**config.mk**
```make
export PLATFORM = sky130hd
export DESIGN_NAME = cla_accum_64
export DESIGN_NICKNAME = d
export VERILOG_FILES = /design/src/rtl/cla_accum_pkg.sv /design/src/rtl/cla_accum_64_cla.sv /design/src/rtl/cla_accum_64.sv
export SDC_FILE = /design/constraint.sdc
export NUM_CORES = 1
export LEC_CHECK = 0
export BUFFER_PORTS_ARGS = -buffer_cell sky130_fd_sc_hd__buf_2
export CAP_MARGIN = 30
export CORE_MARGIN = 2
export CORE_UTILIZATION = 35
export CTS_CLUSTER_SIZE = 16
export DETAILED_ROUTE_END_ITERATION = 8
export GPL_ROUTABILITY_DRIVEN = 0
export PLACE_DENSITY = 0.63
export SYNTH_ARGS = -nofsm -noshare
export SYNTH_HDL_FRONTEND = slang
export SYNTH_SLANG_ARGS = --single-unit
```
**constraint.sdc**
```tcl
create_clock -name clk -period 6.4 [get_ports clk]
set_clock_uncertainty 0.05 [all_clocks]
set_input_delay 1.28 -clock clk [delete_from_list [all_inputs] [get_ports clk]]
set_output_delay 1.28 -clock clk [all_outputs]
set_load 0.03 [all_outputs]
```
**src/rtl/cla_accum_pkg.sv**
```systemverilog
// Shared types and constants for the 64-bit CLA accumulator.
package cla_accum_pkg;

  localparam int ACC_W = 64;
  localparam int CNT_W = 8;
  localparam logic [ACC_W-1:0] ACC_ALL_ONES = '1;

  typedef enum logic [1:0] {
    IDLE  = 2'd0,
    ACCUM = 2'd1,
    DONE  = 2'd2
  } state_t;

endpackage

```
**src/rtl/cla_accum_64_cla.sv**
```systemverilog
// 64-bit carry-lookahead adder: 4-bit groups, 16-bit blocks, block-level lookahead.
module CLA_64_bit (
  input  logic [63:0] a,
  input  logic [63:0] b,
  input  logic        cin,
  output logic [63:0] result,
  output logic        cout,
  output logic        pout,
  output logic        gout
);

  logic [63:0] g, p, c;
  logic [15:0] gg, pg, cg;
  logic [3:0]  bg, bp, cb;

  // Carries into positions 0..3 of a 4-wide lookahead unit.
  function automatic logic [3:0] carries4(input logic [3:0] gi, input logic [3:0] pi,
                                          input logic ci);
    logic [3:0] co;
    co[0] = ci;
    co[1] = gi[0] | (pi[0] & ci);
    co[2] = gi[1] | (pi[1] & gi[0]) | (pi[1] & pi[0] & ci);
    co[3] = gi[2] | (pi[2] & gi[1]) | (pi[2] & pi[1] & gi[0]) | (pi[2] & pi[1] & pi[0] & ci);
    return co;
  endfunction

  function automatic logic group_g(input logic [3:0] gi, input logic [3:0] pi);
    return gi[3] | (pi[3] & gi[2]) | (pi[3] & pi[2] & gi[1]) | (pi[3] & pi[2] & pi[1] & gi[0]);
  endfunction

  always_comb begin
    // NOTE: every variable gets a full default before any partial write, so no latch can be inferred.
    g  = a & b;
    p  = a ^ b;
    gg = '0;
    pg = '0;
    bg = '0;
    bp = '0;
    cg = '0;
    c  = '0;

    for (int j = 0; j < 16; j++) begin
      gg[j] = group_g(g[4*j +: 4], p[4*j +: 4]);
      pg[j] = &p[4*j +: 4];
    end
    for (int k = 0; k < 4; k++) begin
      bg[k] = group_g(gg[4*k +: 4], pg[4*k +: 4]);
      bp[k] = &pg[4*k +: 4];
    end

    cb = carries4(bg, bp, cin);
    for (int k = 0; k < 4; k++) cg[4*k +: 4] = carries4(gg[4*k +: 4], pg[4*k +: 4], cb[k]);
    for (int j = 0; j < 16; j++) c[4*j +: 4] = carries4(g[4*j +: 4], p[4*j +: 4], cg[j]);

    result = p ^ c;
    gout   = group_g(bg, bp);
    pout   = &bp;
    cout   = gout | (pout & cin);
  end

endmodule

```
**src/rtl/cla_accum_64.sv**
```systemverilog
// Job-based 64-bit accumulator around CLA_64_bit with a sticky carry-out flag.
// Define CLA_ACCUM_SAT_EN to saturate the sum at all-ones once a carry out occurs.
module cla_accum_64
  import cla_accum_pkg::*;
(
  input  logic             clk,
  input  logic             rst,
  input  logic             start,
  input  logic [CNT_W-1:0] len,
  input  logic             in_valid,
  output logic             in_ready,
  input  logic [ACC_W-1:0] in_data,
  output logic [ACC_W-1:0] sum,
  output logic             ovf,
  output logic             busy,
  output logic             done
);

  state_t           state;
  logic [CNT_W-1:0] cnt;
  logic [CNT_W-1:0] len_q;
  logic [ACC_W-1:0] add_result;
  logic [ACC_W-1:0] next_sum;
  logic             add_cout;
  logic             beat;
  logic             pout_unused;
  logic             gout_unused;

  CLA_64_bit u_cla (
    .a      (sum),
    .b      (in_data),
    .cin    (1'b0),
    .result (add_result),
    .cout   (add_cout),
    .pout   (pout_unused),
    .gout   (gout_unused)
  );

  assign beat = in_valid & in_ready;

`ifdef CLA_ACCUM_SAT_EN
  // Once the job has overflowed the sum is pinned at all-ones until the next start.
  assign next_sum = (add_cout || ovf) ? ACC_ALL_ONES : add_result;
`else
  assign next_sum = add_result;
`endif

  always_ff @(posedge clk) begin
    // NOTE: sequential state uses non-blocking assignments so every register samples pre-edge values.
    if (rst) begin
      state    <= IDLE;
      sum      <= '0;
      ovf      <= 1'b0;
      cnt      <= '0;
      len_q    <= '0;
      in_ready <= 1'b0;
      busy     <= 1'b0;
      done     <= 1'b0;
    end else begin
      unique case (state)
        IDLE: begin
          if (start) begin
            sum   <= '0;
            ovf   <= 1'b0;
            cnt   <= '0;
            len_q <= len;
            busy  <= 1'b1;
            if (len != '0) begin
              state    <= ACCUM;
              in_ready <= 1'b1;
            end else begin
              state <= DONE;
              done  <= 1'b1;
            end
          end
        end
        ACCUM: begin
          if (beat) begin
            sum <= next_sum;
            ovf <= ovf | add_cout;
            cnt <= cnt + 1'b1;
            if (cnt == len_q - 1'b1) begin
              state    <= DONE;
              in_ready <= 1'b0;
              done     <= 1'b1;
            end
          end
        end
        DONE: begin
          state <= IDLE;
          done  <= 1'b0;
          busy  <= 1'b0;
        end
        default: begin
          state    <= IDLE;
          in_ready <= 1'b0;
          busy     <= 1'b0;
          done     <= 1'b0;
        end
      endcase
    end
  end

endmodule

```
## Word-level counts from Yosys, hierarchy flattened

Cells that the tools add are included.

- Bits in registers: 86
- Bits of input ports: 76
- Output and inout bits: 68
- Logic and storage cells: 537

- $add $sub $neg: 2
- Equal/unequal tests: 8
- Multiplexer cells: 26
- Bitwise logic cells: 466
- Reductions and logical operators: 27

Operators by type and width:

| kind | count |
|---|---|
| 1-bit AND | 280 |
| 1-bit OR | 181 |
| 64-bit 2-to-1 mux | 2 |
| 64-bit one-hot mux with 2 select lines | 1 |
| 64-bit bitwise XOR | 2 |
| 64-bit AND | 1 |
| 4-bit AND reduction | 16 |
| 16-bit AND reduction | 3 |
| 8-bit 2-to-1 mux | 2 |
| 8-bit one-hot mux with 2 select lines | 1 |
| 1-bit 2-to-1 mux | 11 |
| 2-bit != test, second input constant | 5 |
| 8-bit by 1-bit adder with 8-bit output, second input constant | 1 |
| 8-bit == test | 1 |
| 2-bit 2-to-1 mux | 4 |
| 8-bit nonzero test | 1 |
| 8-bit by 1-bit subtractor with 8-bit output, second input constant | 1 |
| 1-bit one-hot mux with 2 select lines | 3 |
| 3-bit AND reduction | 2 |
| 5-bit AND reduction | 1 |
| 2-bit one-hot mux with 2 select lines | 1 |
| 2-bit AND reduction | 2 |
| 1-bit one-hot mux with 3 select lines | 1 |
| 2-bit by 1-bit == test with 1-bit output, second input constant | 1 |
| 4 further kinds | 5 |

## Logic depth before layout (Yosys ltp)

- Word-level depth: 19
- Depth in mapped cells: 15
- Gate-level depth less buffers: 14

## Hierarchy

A second synthesis with hierarchy kept.

- Cells, all modules: 861
- Area total of the unflattened synthesis: 6,777.8 um^2

Modules (own cells, without submodules):

| module | instances | cells each | area an instance (um^2) | seq. area each (um^2) |
|---|---|---|---|---|
| cla_accum_64 | 1 | 428 | 3,449.6 | 1,721.7 |
| CLA_64_bit | 1 | 433 | 3,328.2 | 0.0 |

## Worst setup path after synthesis

Ideal clock, no wire load.

- Path type: input -> register
- From: input in_data[49]
- To: register sum[61]
- Library setup time: 0.128 ns
- Data arrival time: 3.977 ns
- Required time: 6.222 ns
- Slack: 2.246 ns
- Stages on the path: 14
- Buffers on the path: 0
- Cells stage by stage: ha_1 a21o_1 a21o_1 a21o_1 a311o_1 a221o_1 nand2_1 nand3b_1 a21o_1 fa_1 xnor2_1 nor3_1 a21oi_1 nor2_1

- Cells in the longest elaborated chain, start to end: 12
- Elaborated cells between the ends (all ways): 18
- Those cells by class: mux: 2; bitwise: 15; reduce/logical: 1

RTL lines:

| item | RTL line | RTL |
|---|---|---|
| start: declaration | cla_accum_64.sv:12 | `input logic [ACC_W-1:0] in_data,` |
| 64-bit AND or 64-bit bitwise XOR (tied branches) | cla_accum_64_cla.sv:33, cla_accum_64_cla.sv:34 |  |
| 1-bit AND | cla_accum_64_cla.sv:28 | `return gi[3] \| (pi[3] & gi[2]) \| (pi[3] & pi[2] & gi[1]) \| (pi[3] & pi[2] & pi[1] & gi[0]);` |
| 1-bit OR or 1-bit AND (tied branches) | cla_accum_64_cla.sv:28 |  |
| 1-bit OR | cla_accum_64_cla.sv:28 |  |
| 1-bit AND | cla_accum_64_cla.sv:23 | `co[3] = gi[2] \| (pi[2] & gi[1]) \| (pi[2] & pi[1] & gi[0]) \| (pi[2] & pi[1] & pi[0] & ci);` |
| 1-bit OR | cla_accum_64_cla.sv:23 |  |
| 1-bit OR * | cla_accum_64_cla.sv:23 |  |
| 1-bit AND * | cla_accum_64_cla.sv:21 | `co[1] = gi[0] \| (pi[0] & ci);` |
| 1-bit OR * | cla_accum_64_cla.sv:21 |  |
| 64-bit bitwise XOR * | cla_accum_64_cla.sv:55 | `result = p ^ c;` |
| 64-bit 2-to-1 mux * | cla_accum_64.sv:78 | `if (beat) begin` |
| 64-bit one-hot mux with 2 select lines * | cla_accum_64.sv:60 | `unique case (state)` |
| end signal: assignment | cla_accum_64.sv:79 | `sum <= next_sum;` |
| end: declaration | cla_accum_64.sv:13 | `output logic [ACC_W-1:0] sum,` |

Mark *: on every way between the ends. The rest lies on a longest branch, timed or not. The select of a mux whose other input is x is not followed.
A chain may end at the register's enable or synchronous reset.

## Worst setup path in the final report

- From: input in_data[13]
- To: register sum[29]

- Cells in the longest elaborated chain, start to end: 14
- Elaborated cells between the ends (all ways): 23
- Those cells by class: mux: 2; bitwise: 20; reduce/logical: 1

RTL lines:

| item | RTL line |
|---|---|
| 64-bit AND or 64-bit bitwise XOR (tied branches) | cla_accum_64_cla.sv:33, cla_accum_64_cla.sv:34 |
| 1-bit AND | cla_accum_64_cla.sv:28 |
| 1-bit OR or 1-bit AND (tied branches) | cla_accum_64_cla.sv:28 |
| 1-bit OR (3 in a row) | cla_accum_64_cla.sv:28 |
| 1-bit OR * | cla_accum_64_cla.sv:28 |
| 1-bit AND * | cla_accum_64_cla.sv:23 |
| 1-bit OR * | cla_accum_64_cla.sv:23 |
| 1-bit AND * | cla_accum_64_cla.sv:21 |
| 1-bit OR * | cla_accum_64_cla.sv:21 |
| 64-bit bitwise XOR * | cla_accum_64_cla.sv:55 |
| 64-bit 2-to-1 mux * | cla_accum_64.sv:78 |
| 64-bit one-hot mux with 2 select lines * | cla_accum_64.sv:60 |

Marked as above.

==> results.json <==
{
  "cts_hold_buf": 0,
  "avgSynthCellArea_um2": 8.43,
  "drtPass1Iterations": 4,
  "fmax_ghz": 0.238,
  "place_area_mm2": 0.00704,
  "fin_cells": 1085,
  "synthTopCellsByArea": "dfxtp_1 (28%), ha_1 (14%), fa_1 (5.3%)",
  "dp_hpwl_um": 12600,
  "grt_max_degree": 56,
  "ys_types": 60,
  "clock-sinks": 86,
  "stdcell_area_mm2": 0.00738,
  "start_kind": "input port",
  "grt_pass1_wl_um": 26300,
  "syn_nets": 878,
  "yosysWarnings": 0,
  "drt-total-wl_um": 16700,
  "r2r-end": "sum[29]$_SDFFE_PP0P_",
  "critPathMaxFanout": 6,
  "synth_edf_count": 0,
  "p_leak_nw": 3.50,
  "coreArea_mm2": 0.0171,
  "synth_most_common_cell": "dfxtp_1",
  "grt_pass1_vias": 5264,
  "overflow": 0,
  "cap_viol_max_count": 0,
  "die_y_um": 136,
  "syn_area_mm2": 0.00607,
  "holdCritStartpoint": "sum[62]$_SDFFE_PP0P_",
  "synth_sequential_area_ratio_pct": 28.4,
  "portBuffers": 143,
  "power_per_cell_area_mw_per_mm2": 194,
  "dp_cells": 1069,
  "finalMaxSlewViolations": 0,
  "area_delta_synth_final_pct": 21.6,
  "rr_startpoint": "sum[13]$_SDFFE_PP0P_",
  "setup_viol": 0,
  "fin_ws_ns": 2.20,
  "cp.arrival_ns": 4.37,
  "ys_seq_elements": 86,
  "ctsHtreeMaxLevel": 3,
  "end_kind": "register",
  "start_util_pct": 35.5,
  "outcome": "finished, final reports clean",
  "hold_viol": 0,
  "synthArstFlopShare_pct": 0,
  "ant_nets": 0,
  "required_ns": 6.57,
  "r2r_slack_ns": 2.90,
  "cts_buffers": 9,
  "clk_path_buf_depth": 2,
  "hold_slack_ns": 0.419,
  "cts_tree": "built",
  "grt_usage_pct": 18.2,
  "yosys_most_used_dff": "dfxtp_1",
  "period_share_pct": 65.7,
  "die_area_mm2": 0.0184,
  "insertion_delay_ns": 0.36,
  "routedWlPerCell_um": 15.4,
  "path_class": "in2reg",
  "synth_common_cells": "dfxtp_1 (86), nor2_1 (78), ha_1 (66)",
  "syn_inst": 720,
  "cts_resized": 0,
  "worst_pin_slew_ns": 0.791,
  "hold_class": "reg2reg",
  "hold_path_end": "sum[62]$_SDFFE_PP0P_",
  "tns_ns": 0,
  "synth_top_area_share_pct": 28.4,
  "final_nets": 1013,
  "vias_per_cell": 5.10,
  "drt_iter0_drc": 231,
  "min_period_ns": 4.20,
  "vias": 5532,
  "crit_path_start": "in_data[13]",
  "rsz0062_at_grt": "no",
  "min_path_cells": 2,
  "postCtsSetupRepairBufs": 0,
  "dp_slack_ns": 1.86,
  "die_w_um": 136,
  "relSlewSlack_pct": 45.9,
  "layout-drive-gt1-share_pct": 21.5,
  "cts.clk_slew.worst_paths_ns": 0.06,
  "cts_root_buf": "clkbuf_16",
  "ir_worst_vdd_mv": 0.136,
  "rows": 48,
  "remaining_drc_errors": 0,
  "boundaryPins": 144,
  "slowest_delay_ns": 0.42,
  "yosys.area.top_type": "dfxtp_1",
  "reg2reg_depth": 13,
  "critPathSlowestCell": "fa_1",
  "antenna_found_initial": 1,
  "path_cells": "buf_2 > ha_1 > a21o_1 > a21o_1 > a221o_1 > o21ai_0 > o21bai_2 > a21oi_1 > o21ai_0 > fa_1 > xnor2_1 > nor3_1 > a21oi_1 > nor2_1"
}
[layout by cell type (no fill, tap or decap), types with 4 or more instances in the layout]
cell type    n
a21o_1      21
a21oi_1     63
a22oi_1     22
a31oi_1      8
and2_1       6
and3_1       6
buf_2      143
buf_4        6
clkbuf_16    9
dfxtp_1     86
fa_1        16
ha_1        66
inv_1       21
mux2i_1      4
nand2_1     62
nand2b_1     8
nand3_1     14
nand4_1     10
nor2_1      75
nor2b_1      5
nor3_1      23
nor3b_1      9
nor4_1       4
o21a_1       6
o21ai_0     36
or2_2        7
or3_1        6
or4_1        4
xnor2_1     31
xor2_1      23
[worst max path at each step]
| stage | cells after the start | end |
|---|---|---|
| floorplan | 14 | sum[61]$_SDFFE_PP0P_ |
| global placement | 15 | sum[61]$_SDFFE_PP0P_ |
| CTS | 14 | sum[29]$_SDFFE_PP0P_ |
| detailed placement | 14 | sum[29]$_SDFFE_PP0P_ |
| finish | 14 | sum[29]$_SDFFE_PP0P_ |
| global route | 14 | sum[29]$_SDFFE_PP0P_ |
[worst max-delay path, delay by kind of cell]
family	cells	cell delay [ns]
AOI/OAI and AO/OA	8	1.97
adders and majority gates	2	0.78
xor gates and xnor gates	1	0.14
and+or+nand+nor	2	0.11
buffers and inverters	1	0.10
[layout make-up]
| type | count | area [µm²] |
|---|---|---|
| repair buffers | 150 | 776 |
| multi-input cells | 587 | 4180 |
| clock buffers | 9 | 225 |
| inverters | 21 | 78.8 |
| clock inverters | 6 | 111 |
| diodes | 1 | 2.50 |
| well taps | 225 | 282 |
| fillers | 1775 | 9740 |
| flip-flops and latches | 86 | 1720 |
[logic make-up after synthesis]
kind of cell,synth area share [%]
AOI/OAI and AO/OA,22.1
xor gates and xnor gates,7.79
adders and majority gates,18.9
buffers and inverters,2.91
DFF,28.4
muxes,0.660
and+or+nand+nor,19.2
[metrics by stage]
step / total power [mW] / utilization [%]
2_1_floorplan: 0.748 / -
6_report: 1.43 / 43.1
3_5_place_dp: 0.834 / 41.1
5_1_grt: 1.50 / 43.1
4_1_cts: 1.45 / 43.1
3_3_place_gp: 0.830 / 41.0
[power breakdown]
part | internal, mW | total, mW | switching (mW)
Sequential | 0.549 | 0.564 | 0.0146
Clock | 0.380 | 0.613 | 0.233
Combinational | 0.0994 | 0.257 | 0.158
Total | 1.03 | 1.43 | 0.406
[layer usage]
layer / global-route usage, % / wire length (µm) / up-vias
met3: 3.89 / 1290 / 17
met4: 5.79 / 263 / 0
met5: 0 / 0 / -
met2: 28.8 / 7300 / 140
met1: 24.8 / 7800 / 2502
li1: - / - / 2873
[flip-flops by register name, summed over array words and instances, names as in the netlist]
signal,count
done,1
sum,64
cnt,8
ovf,1
in_ready,1
state,2
len_q,8
busy,1
Note: power is estimated with default switching activity, not from simulation.
